===== src/rtl/instr_pkg.sv =====
// instr_pkg: shared instruction definitions for the arbiter lanes and their
// per-lane instruction FIFOs.
//   INSTR_W      : instruction width
//   OPCODE_*     : opcode field [31:29]
//   ROUTE_*      : route override field [28:27] (2'b10 -> lane 1, 2'b11 -> lane 2)
//   SRC_* / DST_*: source / destination address fields
//   instr_t      : packed view of one instruction
package instr_pkg;

  localparam int INSTR_W = 32;

  localparam int OPCODE_MSB = 31;
  localparam int OPCODE_LSB = 29;
  localparam int ROUTE_MSB  = 28;
  localparam int ROUTE_LSB  = 27;
  localparam int SRC_MSB    = 26;
  localparam int SRC_LSB    = 14;
  localparam int DST_MSB    = 13;
  localparam int DST_LSB    = 0;

  localparam logic [1:0] ROUTE_LANE1 = 2'b10;
  localparam logic [1:0] ROUTE_LANE2 = 2'b11;

  typedef struct packed {
    logic [OPCODE_MSB-OPCODE_LSB:0] opcode;
    logic [ROUTE_MSB-ROUTE_LSB:0]   route;
    logic [SRC_MSB-SRC_LSB:0]       src;
    logic [DST_MSB-DST_LSB:0]       dst;
  } instr_t;

endpackage


===== src/rtl/instr_fifo_mem.sv =====
// instr_fifo_mem: DEPTH x DATA_W storage array for instr_fifo.
//   clk    : write clock
//   i_we   : write enable
//   i_waddr: write address
//   i_wdata: write data
//   i_raddr: read address (asynchronous read)
//   o_rdata: read data
// Contents are intentionally not reset.
module instr_fifo_mem #(
  parameter int DEPTH  = 8,
  parameter int DATA_W = 32,
  parameter int ADDR_W = $clog2(DEPTH)
) (
  input  logic              clk,
  input  logic              i_we,
  input  logic [ADDR_W-1:0] i_waddr,
  input  logic [DATA_W-1:0] i_wdata,
  input  logic [ADDR_W-1:0] i_raddr,
  output logic [DATA_W-1:0] o_rdata
);

  logic [DATA_W-1:0] r_mem [DEPTH];

  always_ff @(posedge clk) begin
    if (i_we) r_mem[i_waddr] <= i_wdata;
  end

  assign o_rdata = r_mem[i_raddr];

endmodule


===== src/rtl/instr_fifo.sv =====
// instr_fifo: per-lane first-word-fall-through instruction queue behind the
// instruction arbiter.
//   clk, reset      : clock, asynchronous active-high reset
//   push, din, full : write side (push while full is dropped)
//   pop, dout, empty: read side (dout valid while empty=0)
//   count           : occupancy 0..DEPTH
//   overflow        : sticky, push while full
//   underflow       : sticky, pop while empty
// Optional macro INSTR_FIFO_BYPASS_EN: when empty, din is forwarded to dout
// combinationally, and a same-cycle push+pop consumes the word without
// storing it.
module instr_fifo
  import instr_pkg::*;
#(
  parameter int DEPTH  = 8,
  parameter int DATA_W = INSTR_W
) (
  input  logic                       clk,
  input  logic                       reset,
  input  logic                       push,
  input  logic [DATA_W-1:0]          din,
  output logic                       full,
  input  logic                       pop,
  output logic [DATA_W-1:0]          dout,
  output logic                       empty,
  output logic [$clog2(DEPTH):0]     count,
  output logic                       overflow,
  output logic                       underflow
);

  localparam int ADDR_W = $clog2(DEPTH);
  localparam logic [ADDR_W:0] PTR_ONE = 1;

  logic [ADDR_W:0]   r_wr_ptr;
  logic [ADDR_W:0]   r_rd_ptr;
  logic              r_overflow;
  logic              r_underflow;

  logic              w_full;
  logic              w_empty;
  logic              w_bypass;
  logic              w_push_ok;
  logic              w_pop_ok;
  logic [DATA_W-1:0] w_rdata;

  assign w_empty = (r_wr_ptr == r_rd_ptr);
  assign w_full  = (r_wr_ptr[ADDR_W-1:0] == r_rd_ptr[ADDR_W-1:0]) &&
                   (r_wr_ptr[ADDR_W] != r_rd_ptr[ADDR_W]);

`ifdef INSTR_FIFO_BYPASS_EN
  // Word passes straight through when the queue is empty and consumed now.
  assign w_bypass = w_empty && push && pop;
  assign dout     = (w_empty && push) ? din : w_rdata;
`else
  assign w_bypass = 1'b0;
  assign dout     = w_rdata;
`endif

  // full/empty are taken from pre-edge state, so a pop never frees a slot
  // for a push in the same cycle.
  assign w_push_ok = push && !w_full && !w_bypass;
  assign w_pop_ok  = pop && !w_empty;

  always_ff @(posedge clk or posedge reset) begin
    if (reset) begin
      r_wr_ptr    <= '0;
      r_rd_ptr    <= '0;
      r_overflow  <= 1'b0;
      r_underflow <= 1'b0;
    end else begin
      if (w_push_ok) r_wr_ptr <= r_wr_ptr + PTR_ONE;
      if (w_pop_ok)  r_rd_ptr <= r_rd_ptr + PTR_ONE;
      if (push && w_full) r_overflow <= 1'b1;
      if (pop && w_empty && !w_bypass) r_underflow <= 1'b1;
    end
  end

  instr_fifo_mem #(
    .DEPTH  (DEPTH),
    .DATA_W (DATA_W),
    .ADDR_W (ADDR_W)
  ) u_mem (
    .clk     (clk),
    .i_we    (w_push_ok),
    .i_waddr (r_wr_ptr[ADDR_W-1:0]),
    .i_wdata (din),
    .i_raddr (r_rd_ptr[ADDR_W-1:0]),
    .o_rdata (w_rdata)
  );

  assign full      = w_full;
  assign empty     = w_empty;
  assign count     = r_wr_ptr - r_rd_ptr;
  assign overflow  = r_overflow;
  assign underflow = r_underflow;

endmodule


===== config.mk =====
export PLATFORM = sky130hd
export DESIGN_NAME = instr_fifo
export DESIGN_NICKNAME = d
export VERILOG_FILES = /design/src/rtl/instr_pkg.sv /design/src/rtl/instr_fifo_mem.sv /design/src/rtl/instr_fifo.sv
export SDC_FILE = /design/constraint.sdc
export NUM_CORES = 1
export LEC_CHECK = 0
export ABC_AREA = 1
export CELL_PAD_IN_SITES_DETAIL_PLACEMENT = 0
export CELL_PAD_IN_SITES_GLOBAL_PLACEMENT = 1
export CORE_UTILIZATION = 47
export DETAILED_ROUTE_END_ITERATION = 8
export PLACE_DENSITY_LB_ADDON = 0.1
export SLEW_MARGIN = 10
export SYNTH_ARGS = -nofsm -noshare
export SYNTH_HDL_FRONTEND = slang
export SYNTH_SLANG_ARGS = --single-unit

===== constraint.sdc =====
create_clock -name clk -period 4.2 [get_ports clk]
set_clock_uncertainty 0.15 [all_clocks]
set_input_delay 0.84 -clock clk [delete_from_list [all_inputs] [get_ports clk]]
set_output_delay 0.84 -clock clk [all_outputs]
set_load 0.02 [all_outputs]

; ---- After elaboration in Yosys (flattened, before gate mapping)
; Memories as Yosys holds them, arrays and structs flattened.
; Index checks and enable logic that the tools add are counted.
[totals]
register_bits = 10
ramBits = 256
output_inout_bits = 40
wordCells = 20
mem_count = 1
[memory_table]
columns = memory, words, word_bits, read_ports, rd_ports_with_merged_regs, write_ports, line
row1 = u_mem.r_mem, 8, 32, 1, 0, 1, instr_fifo_mem.sv:22  ; logic [DATA_W-1:0] r_mem [DEPTH];
[classes]
n_addsub = 3
eq_ne = 3
mux = 2
reduce_logical = 7
[ops]
columns = cell, n
row1 = adder 4 x 1 -> 4 bit (second input constant), 2
row2 = logical AND 1 bit, 5
row3 = equality test 4 bit, 1
row4 = subtractor 4 bit, 1
row5 = equality test 3 bit, 1
row6 = logical NOT 1 bit, 2
row7 = two-way mux 1 bit, 2
row8 = inequality test 1 bit, 1

; ---- Depth between registers and ports, before layout
[depth]
word_depth = 6
ltp_mapped = 11

; ---- By module
; A second synthesis with hierarchy kept.
[hier_totals]
cells_unflattened = 1212
hier_area_um2 = 11913.9
[by_module_without_submodules]
columns = module, n_inst, cells_per_inst, area_per_inst_um2
row1 = instr_fifo_mem, 1, 1124, 11232.0
row2 = instr_fifo, 1, 88, 681.9

; ---- Worst setup path after synthesis
; OpenSTA, ideal clock, no wires.
[synth_path]
kind = reg-to-reg
from = register r_rd_ptr[1]
to = memory u_mem.r_mem[2][0] (enable)
t_arrival_ps = 2908
slack_ps = 721
path_stages_with_launch = 11
path_buffers = 3
path_cell_list = dfrtp_1 > buf_4 > inv_2 > buf_4 > buf_4 > ha_1 > nand3_1 > inv_1 > nand2_1 > nand3_1 > nor2_1
[synth_via]
elab_chain_cells = 6
[synth_rtl]
columns = element, line
row1 = start: declaration, instr_fifo.sv:35  ; logic [ADDR_W:0] r_rd_ptr;
row2 = start signal: assignment, instr_fifo.sv:72  ; if (w_pop_ok) r_rd_ptr <= r_rd_ptr + PTR_ONE;
row3 = equality test 3 bit, instr_fifo.sv:47  ; assign w_full = (r_wr_ptr[ADDR_W-1:0] == r_rd_ptr[ADDR_W-1:0]) &&
row4 = logical AND 1 bit, instr_fifo.sv:47
row5 = logical NOT 1 bit, instr_fifo.sv:61  ; assign w_push_ok = push && !w_full && !w_bypass;
row6 = logical AND 1 bit, instr_fifo.sv:61
row7 = two-way mux 1 bit, instr_fifo_mem.sv:25  ; if (i_we) r_mem[i_waddr] <= i_wdata;
row8 = two-way mux 1 bit (not written as such), instr_fifo_mem.sv:25
row9 = end: declaration, instr_fifo_mem.sv:22
; Every way passes these cells.

; ---- Final worst setup path
[layout_path]
from = register r_rd_ptr[0]
to = output dout[31]
[layout_via]
elab_chain_cells = 1
[layout_rtl]
columns = element, line
row1 = memory (8 x 32 bit), n/a
row2 = end: declaration, instr_fifo.sv:24  ; output logic [DATA_W-1:0] dout,
; Every way passes these cells.

==> impl_metrics.env <==
export IMPL_run_status="finished, final reports clean"
export IMPL_crit_path_end_kind="primary output"
export IMPL_dpl_instance_area_um2=13000
export IMPL_initial_utilization_pct=48.4
export IMPL_core_um2=24600
export IMPL_drt_wl_total_um=25300
export IMPL_maxCapViolCount=0
export IMPL_tightestPinTransition_ps=923
export IMPL_multi_input_comb_area_um2=2660
export IMPL_cts_buffers_inserted=29
export IMPL_hold_class="reg -> reg"
export IMPL_crit_start="r_rd_ptr[0]$_DFFE_PP0P_"
export IMPL_power_sequential_fraction_pct=34.9
export IMPL_synth_seq_cells=266
export IMPL_cts_resized=0
export IMPL_synth_area_mux_share_pct=0
export IMPL_worstHoldEndpoint="overflow$_DFFE_PP0P_"
export IMPL_timing_critical_path_slowest_cell_delay_ps=570
export IMPL_synth_sequential_area_ratio_pct=66.6
export IMPL_syn2layout_area_growth_pct=17.2
export IMPL_most_common_layout_cells="sky130_fd_sc_hd__nand2_1 (457), sky130_fd_sc_hd__inv_1 (271), sky130_fd_sc_hd__edfxtp_1 (256)"
export IMPL_layout_min_cycle_time_ps=3770
export IMPL_hold_viol=0
export IMPL_post_route_drc_count=0
export IMPL_number_of_global_route_vias_before_repair=7719
export IMPL_worstSkewPairLatency_ps=540
export IMPL_synthesis_nets=1256
export IMPL_maxClockFrequency_ghz=0.265
export IMPL_layout_cells_most_common="sky130_fd_sc_hd__nand2_1"
export IMPL_met3_usage_pct=2.75
export IMPL_antenna_diode_count=0
export IMPL_worstPathMaxFanout=49
export IMPL_routed_via_count=7736
export IMPL_worst_setup_hold_path_clk_slew_ps=60
export IMPL_tritoncts="yes"
export IMPL_floorplan_io_pins=76
export IMPL_cp_common_cell="sky130_fd_sc_hd__nand2_1"
export IMPL_reg_to_reg_critical_path_startpoint="r_rd_ptr[2]$_DFFE_PP0P_"
export IMPL_global_route_usage_met2_pct=34.3
export IMPL_worst_endpoint_arrival_ps=2780
export IMPL_rsz0062_at_grt="no"
export IMPL_port_buffers=75
export IMPL_ctsLongestPathBuffers=3
export IMPL_die_h_um=161
export IMPL_worst_setup_path_start_kind="flop"
export IMPL_grt_start_max_net_pins=81
export IMPL_setup_tns_ps=0
export IMPL_whs_path_depth=2
export IMPL_final_max_slew_violation_count=0
export IMPL_min_delay_start="overflow$_DFFE_PP0P_"
export IMPL_drtPass1Iterations=7
export IMPL_antenna_found_initial=0
export IMPL_share_comb_of_total_power_pct=40.1
export IMPL_synth_simple_gate_area_share_pct=20.9
export IMPL_switching_share_pct=36.9
export IMPL_fp_dieArea_um2=26000
export IMPL_hpwl_reported_at_the_end_of_detailed_placement_um=13500
export IMPL_cts_max_level=1
export IMPL_gr_usage_met1_pct=27.2
export IMPL_setup_violations=0
export IMPL_seq_area_um2=7940
export IMPL_grt_most_used_layer="met2"
export IMPL_synth_compound_gate_area_share_pct=0
export IMPL_path_cells="inv_4, buf_12, nand2_1, nand3_1, nand2_1, nand2_1, nand2_1, clkdlybuf4s50_1"
export IMPL_hold_fix_buffers_at_cts=0
export IMPL_pwr_density_cell_nw_per_um2=709
export IMPL_gp_congestion=0.747
export IMPL_synth_cell_area_um2=11900
export IMPL_critical_path_required_ps=3210
export IMPL_slowest_stage="sky130_fd_sc_hd__clkdlybuf4s50_1"
export IMPL_netSwitchingPower_w=0.00365
export IMPL_routed_wire_length_per_instance_um=15.5
export IMPL_fill_cells=2166
export IMPL_timing_reg2reg_worst_path_depth=9
export IMPL_share_of_power_burned_in_the_clock_network_pct=24.9
export IMPL_yosysWarningCount=0
export IMPL_post_layout_inst_area_um2=14000
export IMPL_period_share_pct=89.8
export IMPL_initialDrtViolationCount=562
export IMPL_synth_distinct_cells=20
export IMPL_total_leakage_power_nw=6.35
export IMPL_per_cell_via_count_in_the_routed_design=4.74
export IMPL_slew_headroom_pct=38.5
export IMPL_r2r_end="u_mem.r_mem[4][12]$_DFFE_PP_"
export IMPL_post_cts_setup_buffer_count=0
export IMPL_grt_pass1_wl_um=40500
export IMPL_clock_sinks=266
export IMPL_timing_setup_critical_path_class="reg -> out"
export IMPL_nNetsFinal=1327
export IMPL_setup_reg_to_reg_worst_slack_ps=1140
export IMPL_synth_top_family_by_area="simple AND/OR/NAND/NOR gates"
export IMPL_post_synth_inst_count=1214
export IMPL_syn_mean_instance_area_um2=9.81
export IMPL_detail_route_antenna_nets=0
export IMPL_clock_root_buffer="sky130_fd_sc_hd__clkbuf_16"
export IMPL_synth_xor_xnor_area_share_pct=0.221
export IMPL_grt_ovfl_total=0
export IMPL_yosys_area_share_adder_pct=0.693
export IMPL_internal_power_w=0.00624
export IMPL_post_route_cells_drive_above_1_share_pct=5.36
export IMPL_die_width_um=161
export IMPL_core_rowCount=57
export IMPL_max_vdd_ir_drop_mv=0.463
export IMPL_gr_usage_all_layers_pct=20.2
[kinds of logic after synthesis]
family,count (synthesis)
adder cells (fa/ha/maj),6
flip-flops,266
AND/OR/NAND/NOR,613
XOR/XNOR,3
buffers and inverters,326
[power groups by stage]
stage / sequential (W) / clock, W / combinational (W)
floorplan: 0.00347 / 0 / 0.00264
global placement: 0.00350 / 0 / 0.00402
detailed placement: 0.00351 / 0 / 0.00401
CTS: 0.00346 / 0.00252 / 0.00403
global route: 0.00349 / 0.00261 / 0.00442
finish: 0.00346 / 0.00247 / 0.00397
[Yosys cell counts]
cell type / number / area share (%)
sky130_fd_sc_hd__edfxtp_1: 256 / 65
sky130_fd_sc_hd__buf_1: 6 / 0.19
sky130_fd_sc_hd__inv_1: 271 / 8.5
sky130_fd_sc_hd__nor2_1: 9 / 0.28
sky130_fd_sc_hd__inv_2: 2 / 0.063
sky130_fd_sc_hd__clkbuf_1: 6 / 0.19
sky130_fd_sc_hd__ha_1: 5 / 0.53
sky130_fd_sc_hd__nand3_1: 142 / 6.0
sky130_fd_sc_hd__nand3b_1: 1 / 0.063
sky130_fd_sc_hd__buf_4: 7 / 0.44
sky130_fd_sc_hd__nand2_2: 1 / 0.053
sky130_fd_sc_hd__buf_2: 20 / 0.84
sky130_fd_sc_hd__clkbuf_4: 1 / 0.063
sky130_fd_sc_hd__fa_1: 1 / 0.17
sky130_fd_sc_hd__xor2_1: 2 / 0.15
sky130_fd_sc_hd__dfrtp_1: 10 / 2.1
sky130_fd_sc_hd__nand4_1: 3 / 0.16
sky130_fd_sc_hd__nand2_1: 457 / 14
sky130_fd_sc_hd__buf_6: 13 / 1.2
sky130_fd_sc_hd__xnor2_1: 1 / 0.074
[critical path: cells and delay by family, from the launching register on]
family | cells | cell delay [ps]
AND/OR/NAND/NOR | 5 | 400
buffers and inverters | 3 | 1310
flip-flops | 1 | 500
[stage by stage]
| stage | util (%) | hold WS [ps] | power [W] | instances | worst slack (ps) |
|---|---|---|---|---|---|
| after floorplan | - | 363 | 0.00611 | 1214 | 721 |
| after global placement | 53.0 | 300 | 0.00752 | 1578 | 987 |
| after detailed placement | 53.0 | 306 | 0.00752 | 1578 | 1000 |
| after CTS | 56.8 | 324 | 0.0100 | 1631 | 408 |
| after global routing | 56.8 | 347 | 0.0105 | 1631 | 285 |
| final | 56.8 | 314 | 0.00990 | 1631 | 430 |
[worst max-delay path by stage]
stage                             endpoint  depth (start not counted)  slack, ps
2_1_floorplan  u_mem.r_mem[2][0]$_DFFE_PP_                         10        720
3_3_place_gp                      dout[31]                          8        990
3_5_place_dp                      dout[31]                          8       1000
4_1_cts                           dout[31]                          8        410
5_1_grt                           dout[14]                          8        280
6_report                          dout[31]                          8        430
[metal layers]
metal	share of wire (%)	vias to the layer above	wire, µm
met5	0	-	0
met3	4.3	40	1080
met2	47	157	12000
li1	-	3913	-
met4	2.3	0	574
met1	46	3626	11700
[final cells by class]
type	count	area share, %
Clock buffer	40	5.71
Timing Repair Buffer	93	7.15
Tap cell	324	2.90
Inverter	273	7.36
Sequential cell	266	56.9
Clock inverter	13	0.950
Multi-Input combinational cell	622	19.1
[registers in the layout, summed over array words and instances (netlist names)]
register and cells:
u_mem.r_mem 256, underflow 1, overflow 1, r_wr_ptr 4, r_rd_ptr 4
(Power assumes the default switching activity.)
